**src/rtl/uart_pkg.sv**
```systemverilog
// rtl/uart_pkg.sv - shared UART state encoding and frame constants
package uart_pkg;

  typedef enum logic [2:0] {IDLE, START, DATA, STOP, BREAK} uart_rx_state_t;

  localparam logic START_BIT = 1'b0;
  localparam logic STOP_BIT  = 1'b1;

  // Total line bits in one frame: start + data + stop.
  function automatic int frame_bits(input int data_bits);
    return data_bits + 2;
  endfunction

endpackage

```
**src/rtl/bit_sync.sv**
```systemverilog
// rtl/bit_sync.sv - N-flop synchronizer for a single asynchronous input
module bit_sync #(
  parameter int   STAGES    = 2,
  parameter logic RESET_VAL = 1'b0
) (
  input  logic clk,
  input  logic rst_n,
  input  logic i_async,
  output logic o_sync
);

  logic [STAGES-1:0] r_sync;

  // Shift the raw input through the flop chain; the last stage is the safe copy.
  always_ff @(posedge clk or negedge rst_n) begin
    if (!rst_n) begin
      r_sync <= {STAGES{RESET_VAL}};
    end else begin
      r_sync <= {r_sync[STAGES-2:0], i_async};
    end
  end

  assign o_sync = r_sync[STAGES-1];

endmodule

```
**src/rtl/uart_rx.sv**
```systemverilog
// rtl/uart_rx.sv - unbuffered UART receiver with mid-bit sampling
module uart_rx
  import uart_pkg::*;
#(
  parameter int CLOCKS_PER_BIT = 4,
  parameter int DATA_BITS      = 8
) (
  input  logic                 clk,
  input  logic                 rst_n,
  input  logic                 rx,
  output logic [DATA_BITS-1:0] data,
  output logic                 valid,
  output logic                 frame_err,
  output logic                 busy
);

  localparam int BW = $clog2(CLOCKS_PER_BIT);
  localparam int CW = $clog2(DATA_BITS + 1);

  localparam logic [BW-1:0] BAUD_HALF = BW'(CLOCKS_PER_BIT / 2 - 1);
  localparam logic [BW-1:0] BAUD_LAST = BW'(CLOCKS_PER_BIT - 1);
  localparam logic [CW-1:0] BIT_LAST  = CW'(DATA_BITS - 1);

  uart_rx_state_t         r_state;
  logic [BW-1:0]          r_baud_cnt;
  logic [CW-1:0]          r_bit_cnt;
  logic [DATA_BITS-1:0]   r_shreg;
  logic [DATA_BITS-1:0]   r_data;
  logic                   r_valid;
  logic                   r_frame_err;

  logic                   w_rx_s;
  logic [DATA_BITS-1:0]   w_shreg_next;
  logic                   w_stop_sample;

  // Line idles high, so the synchronizer resets to 1 to avoid a false start.
  bit_sync #(
    .STAGES    (2),
    .RESET_VAL (1'b1)
  ) u_rx_sync (
    .clk     (clk),
    .rst_n   (rst_n),
    .i_async (rx),
    .o_sync  (w_rx_s)
  );

  // LSB arrives first, so new bits enter at the MSB and drift down.
  if (DATA_BITS == 1) begin : g_shift_one
    assign w_shreg_next = w_rx_s;
  end else begin : g_shift_many
    assign w_shreg_next = {w_rx_s, r_shreg[DATA_BITS-1:1]};
  end

  assign w_stop_sample = (r_state == STOP) && (r_baud_cnt == BAUD_LAST);

  // Frame FSM with baud and bit counters.
  always_ff @(posedge clk or negedge rst_n) begin
    if (!rst_n) begin
      r_state    <= IDLE;
      r_baud_cnt <= '0;
      r_bit_cnt  <= '0;
      r_shreg    <= '0;
    end else begin
      case (r_state)
        IDLE: begin
          r_baud_cnt <= '0;
          if (w_rx_s == START_BIT) r_state <= START;
        end
        START: begin
          if (r_baud_cnt == BAUD_HALF) begin
            r_baud_cnt <= '0;
            r_bit_cnt  <= '0;
            // A high line at mid start bit was only a glitch.
            r_state    <= (w_rx_s == START_BIT) ? DATA : IDLE;
          end else begin
            r_baud_cnt <= r_baud_cnt + 1'b1;
          end
        end
        DATA: begin
          if (r_baud_cnt == BAUD_LAST) begin
            r_baud_cnt <= '0;
            r_shreg    <= w_shreg_next;
            r_bit_cnt  <= r_bit_cnt + 1'b1;
            if (r_bit_cnt == BIT_LAST) r_state <= STOP;
          end else begin
            r_baud_cnt <= r_baud_cnt + 1'b1;
          end
        end
        STOP: begin
          if (r_baud_cnt == BAUD_LAST) begin
            r_baud_cnt <= '0;
            // Leaving at mid stop bit gives half a bit to catch the next start edge.
            r_state    <= (w_rx_s == STOP_BIT) ? IDLE : BREAK;
          end else begin
            r_baud_cnt <= r_baud_cnt + 1'b1;
          end
        end
        BREAK: begin
          r_baud_cnt <= '0;
          // A held-low line must go high before another frame can start.
          if (w_rx_s == STOP_BIT) r_state <= IDLE;
        end
        default: begin
          r_state    <= IDLE;
          r_baud_cnt <= '0;
        end
      endcase
    end
  end

  // Registered outputs: word and strobes are updated from the stop-bit sample.
  always_ff @(posedge clk or negedge rst_n) begin
    if (!rst_n) begin
      r_data      <= '0;
      r_valid     <= 1'b0;
      r_frame_err <= 1'b0;
    end else begin
      r_valid     <= w_stop_sample && (w_rx_s == STOP_BIT);
      r_frame_err <= w_stop_sample && (w_rx_s != STOP_BIT);
      if (w_stop_sample && (w_rx_s == STOP_BIT)) r_data <= r_shreg;
    end
  end

  assign data      = r_data;
  assign valid     = r_valid;
  assign frame_err = r_frame_err;
  assign busy      = (r_state != IDLE);

`ifdef FORMAL
  // Structural invariants of the counters and strobes.
  always @(posedge clk) begin
    if (rst_n) begin
      assert (int'(r_baud_cnt) < CLOCKS_PER_BIT);
      assert (int'(r_bit_cnt) <= DATA_BITS);
      assert (!(r_valid && r_frame_err));
      if (r_valid && $past(rst_n)) assert ($past(r_state) == STOP);
      assert (frame_bits(DATA_BITS) == DATA_BITS + 2);
    end
  end
`endif

endmodule

```
**config.mk**
```make
export PLATFORM = sky130hd
export DESIGN_NAME = uart_rx
export DESIGN_NICKNAME = d
export VERILOG_FILES = /design/src/rtl/uart_pkg.sv /design/src/rtl/bit_sync.sv /design/src/rtl/uart_rx.sv
export SDC_FILE = /design/constraint.sdc
export NUM_CORES = 1
export LEC_CHECK = 0
export BUFFER_PORTS_ARGS = -buffer_cell sky130_fd_sc_hd__buf_4
export CAP_MARGIN = 5
export CORE_MARGIN = 2
export CORE_UTILIZATION = 46
export DETAILED_ROUTE_END_ITERATION = 10
export HOLD_SLACK_MARGIN = 0.03
export PLACE_DENSITY = 0.65
export RECOVER_POWER = 50
export SKIP_CTS_REPAIR_TIMING = 1
export SLEW_MARGIN = 25
export SYNTH_ARGS = -nofsm -noshare
export SYNTH_HDL_FRONTEND = slang
export SYNTH_SLANG_ARGS = --single-unit
```
**constraint.sdc**
```tcl
create_clock -name clk -period 3.8 [get_ports clk]
set_clock_uncertainty 0.05 [all_clocks]
set_input_delay 0.38 -clock clk [delete_from_list [all_inputs] [get_ports clk]]
set_output_delay 0.38 -clock clk [all_outputs]
set_load 0.005 [all_outputs]
```
==> metrics <==
Design Area, Final 1440 um2; Setup CP Type flop to flop; register area share after synthesis 57.3%; register area 728 um2; DR vias/cell around 5; DR vias 802; port bufs 13; DR pass1 iterations 4; die area about 3200 um2; CTS tree done; DP Wirelength between 1000 and 1500 um; met2 Track Usage GR ~22%; Antenna Cells 0; combinational power share 23.8%; Root Driver clkbuf_4; Net Sw Frac 32.3%; grt peak-use layer met2; fill count between 200 and 250; placed cells 152; worst path required time 3990 ps; setup TNS 0 ps; share of post-route cells with drive strength above 1 23.8%; CTS max path bufs 2; final estimated routing congestion in global placement 0.851; syn_area_per_cell 11.1 um2; Post-DRT Antenna Nets 0; Synthesized Nets around 120; Slew HR 0.706%; Final setup violation count 0; Critical-path top delay cell or3_1; register bit total from synthesis 29; Die Ht 56.5 um; Slew @ Worst Pin 1490 ps; clock latency on the worst-skew pair 320 ps; Critical Path AT about 2100 ps; DRC viols 0; Global Route Usage Sum between 10 and 15%; worst vdd ir 0.000410 V; Total Wirelength between 1500 and 2000 um; Hold WC Path Type input port to flop; critical-path cell list ha_1, nand4bb_1, or3_1, o211ai_1; vias in the first global route a little under 800; clk sinks 29; Setup crit end kind flop; RSZ-0062 raised after global routing false; total congestion overflow 0; Final Hold Vio Count 0; met1 Usage GRT between 10% and 20%; CP Buf/Inv Count 0; delay-heaviest family, CP simple AND/OR/NAND/NOR gates; placed cell area 1380 um2; worst hold slack roughly 110 ps; width of the die 56.5 um; Final Non-Filler Cells between 150 and 200; Internal 534 uW; sw power 254 uW; minimum clock period 1880 ps; Layout Nets 136; area grow syn2layout 13.5%; drt first-iter violations 14; Post-Syn Area 1270 um2; clock share of power 21.9%; Flop pwr share 54.3%; Ys Warns 0; io pins 14; outcome finished clean; Max Slew Vio Count 0; static leakage 0.000750 uW; TritonCTS Buffers 5; first-pass GRT wire length 3560 um; CORE AREA 2690 um2; Initial Utilization 47.3%; pin count of the biggest net entering global routing 30; htree depth 2; DR WL/cell 12.1 um; Mapped Cells 114; Reg clk slew, reported paths 80 ps; Cell Pwr Density 547 nW/um2; FMAX 531 MHz; Synth cell types 30; max_cap viols 0; Startpoint Class flop; CP peak stage delay 520 ps; CP max FO 13; post-route clock period utilization 49.5%; initial antenna violation count 0; Multi-input gate area between 400 and 500 um2; GRT met3 Usage 4.15%; FP Rows 19
## cells by family (layout without fill, tap and decap cells)
family	Yosys count	in the layout	synth area share (%)
flip-flops	29	29	57.3
AND/OR/NAND/NOR	46	46	17.4
multiplexers	11	11	11.9
buffers and inverters	13	29	4.34
adder cells (fa/ha/maj)	4	4	3.94
AO/OA/AOI/OAI	11	11	5.03
## per-stage QoR
stage          setup slack [ps]  util (%)  power [uW]
2_1_floorplan              2210         -         563
3_3_place_gp               1750      51.3         612
3_5_place_dp               1930      51.5         625
4_1_cts                    1910      53.4         801
5_1_grt                    1510      53.7         853
6_report                   1920      53.7         789
## path summary, 6_finish.rpt
| path | from | to | slack [ps] | cells after the start |
|---|---|---|---|---|
| setup / recovery | r_baud_cnt[0]$_DFF_PN0_ | r_bit_cnt[3]$_DFFE_PN0P_ | 1920 | 4 |
| setup reg to reg | r_baud_cnt[0]$_DFF_PN0_ | r_bit_cnt[3]$_DFFE_PN0P_ | 1920 | 4 |
| hold reg to reg | u_rx_sync.r_sync[0]$_DFF_PN1_ | u_rx_sync.r_sync[1]$_DFF_PN1_ | 310 | 0 |
| min in group asynchronous | rst_n | data[2]$_DFFE_PN0P_ | 890 | 2 |
| max in group asynchronous | rst_n | r_state[2]$_DFFE_PN0P_ | 1940 | 2 |
| hold / removal | rx | u_rx_sync.r_sync[0]$_DFF_PN1_ | 110 | 1 |
## registers in the layout (all words and copies together), names as in the netlist
| name | flops |
|---|---|
| frame_err | 1 |
| r_state | 3 |
| r_shreg | 8 |
| data | 8 |
| u_rx_sync.r_sync | 2 |
| r_baud_cnt | 2 |
| r_bit_cnt | 4 |
| valid | 1 |
## cell usage after synthesis
cell type	count	area (um2)
a21oi_1	4	20.0
a2bb2oi_1	1	8.76
a31oi_1	1	6.26
buf_1	1	3.75
buf_2	2	10.0
buf_4	1	7.51
clkbuf_1	2	7.51
dfrtp_1	27	676
dfstp_2	2	52.6
ha_1	4	50.1
inv_1	7	26.3
mux2_2	1	11.3
mux2_4	8	120
mux2i_1	2	20.0
nand2_1	26	97.6
nand2b_1	2	12.5
nand3_1	2	10.0
nand3b_1	1	7.51
nand4_1	1	6.26
nand4b_1	1	8.76
nand4bb_1	1	11.3
nor2_1	5	18.8
nor3_1	2	10.0
nor4bb_1	2	20.0
o211ai_1	1	7.51
o21ai_0	2	10.0
o21ai_1	1	5.00
o22ai_1	1	6.26
or2_1	1	6.26
or3_1	2	12.5
## power groups by stage
| stage | clock network (uW) | logic, uW | registers, uW |
|---|---|---|---|
| floorplan | 0 | 164 | 399 |
| global placement | 0 | 183 | 429 |
| detailed placement | 0 | 191 | 434 |
| CTS | 181 | 191 | 429 |
| global route | 195 | 217 | 441 |
| finish | 173 | 187 | 428 |
## per-layer routing
layer  vias up  share of wire [%]
met5         -                  0
met3         5                4.9
met4         0                2.4
li1        411                  -
met2        17                 45
met1       369                 47
## final cells by class
| class | instances | area share (%) |
|---|---|---|
| clock buffers | 6 | 2.86 |
| clock inverters | 2 | 0.694 |
| inverters | 7 | 1.82 |
| multi-input cells | 72 | 34.2 |
| flip-flops and latches | 29 | 50.5 |
| well taps | 31 | 2.69 |
| repair buffers | 14 | 7.20 |
## cells in the final DEF (no fill, tap or decap), drive strengths merged, types with 2 or more instances in the layout
master / instances
clkbuf: 9
mux2: 9
nand2b: 2
nor2: 5
o21ai: 3
a21oi: 4
nand2: 26
inv: 7
dfstp: 2
buf: 10
nand3: 2
nor3: 2
nor4bb: 2
mux2i: 2
ha: 4
or3: 2
clkinv: 2
dfrtp: 27
No activity file was read; power rests on OpenSTA's default activity.
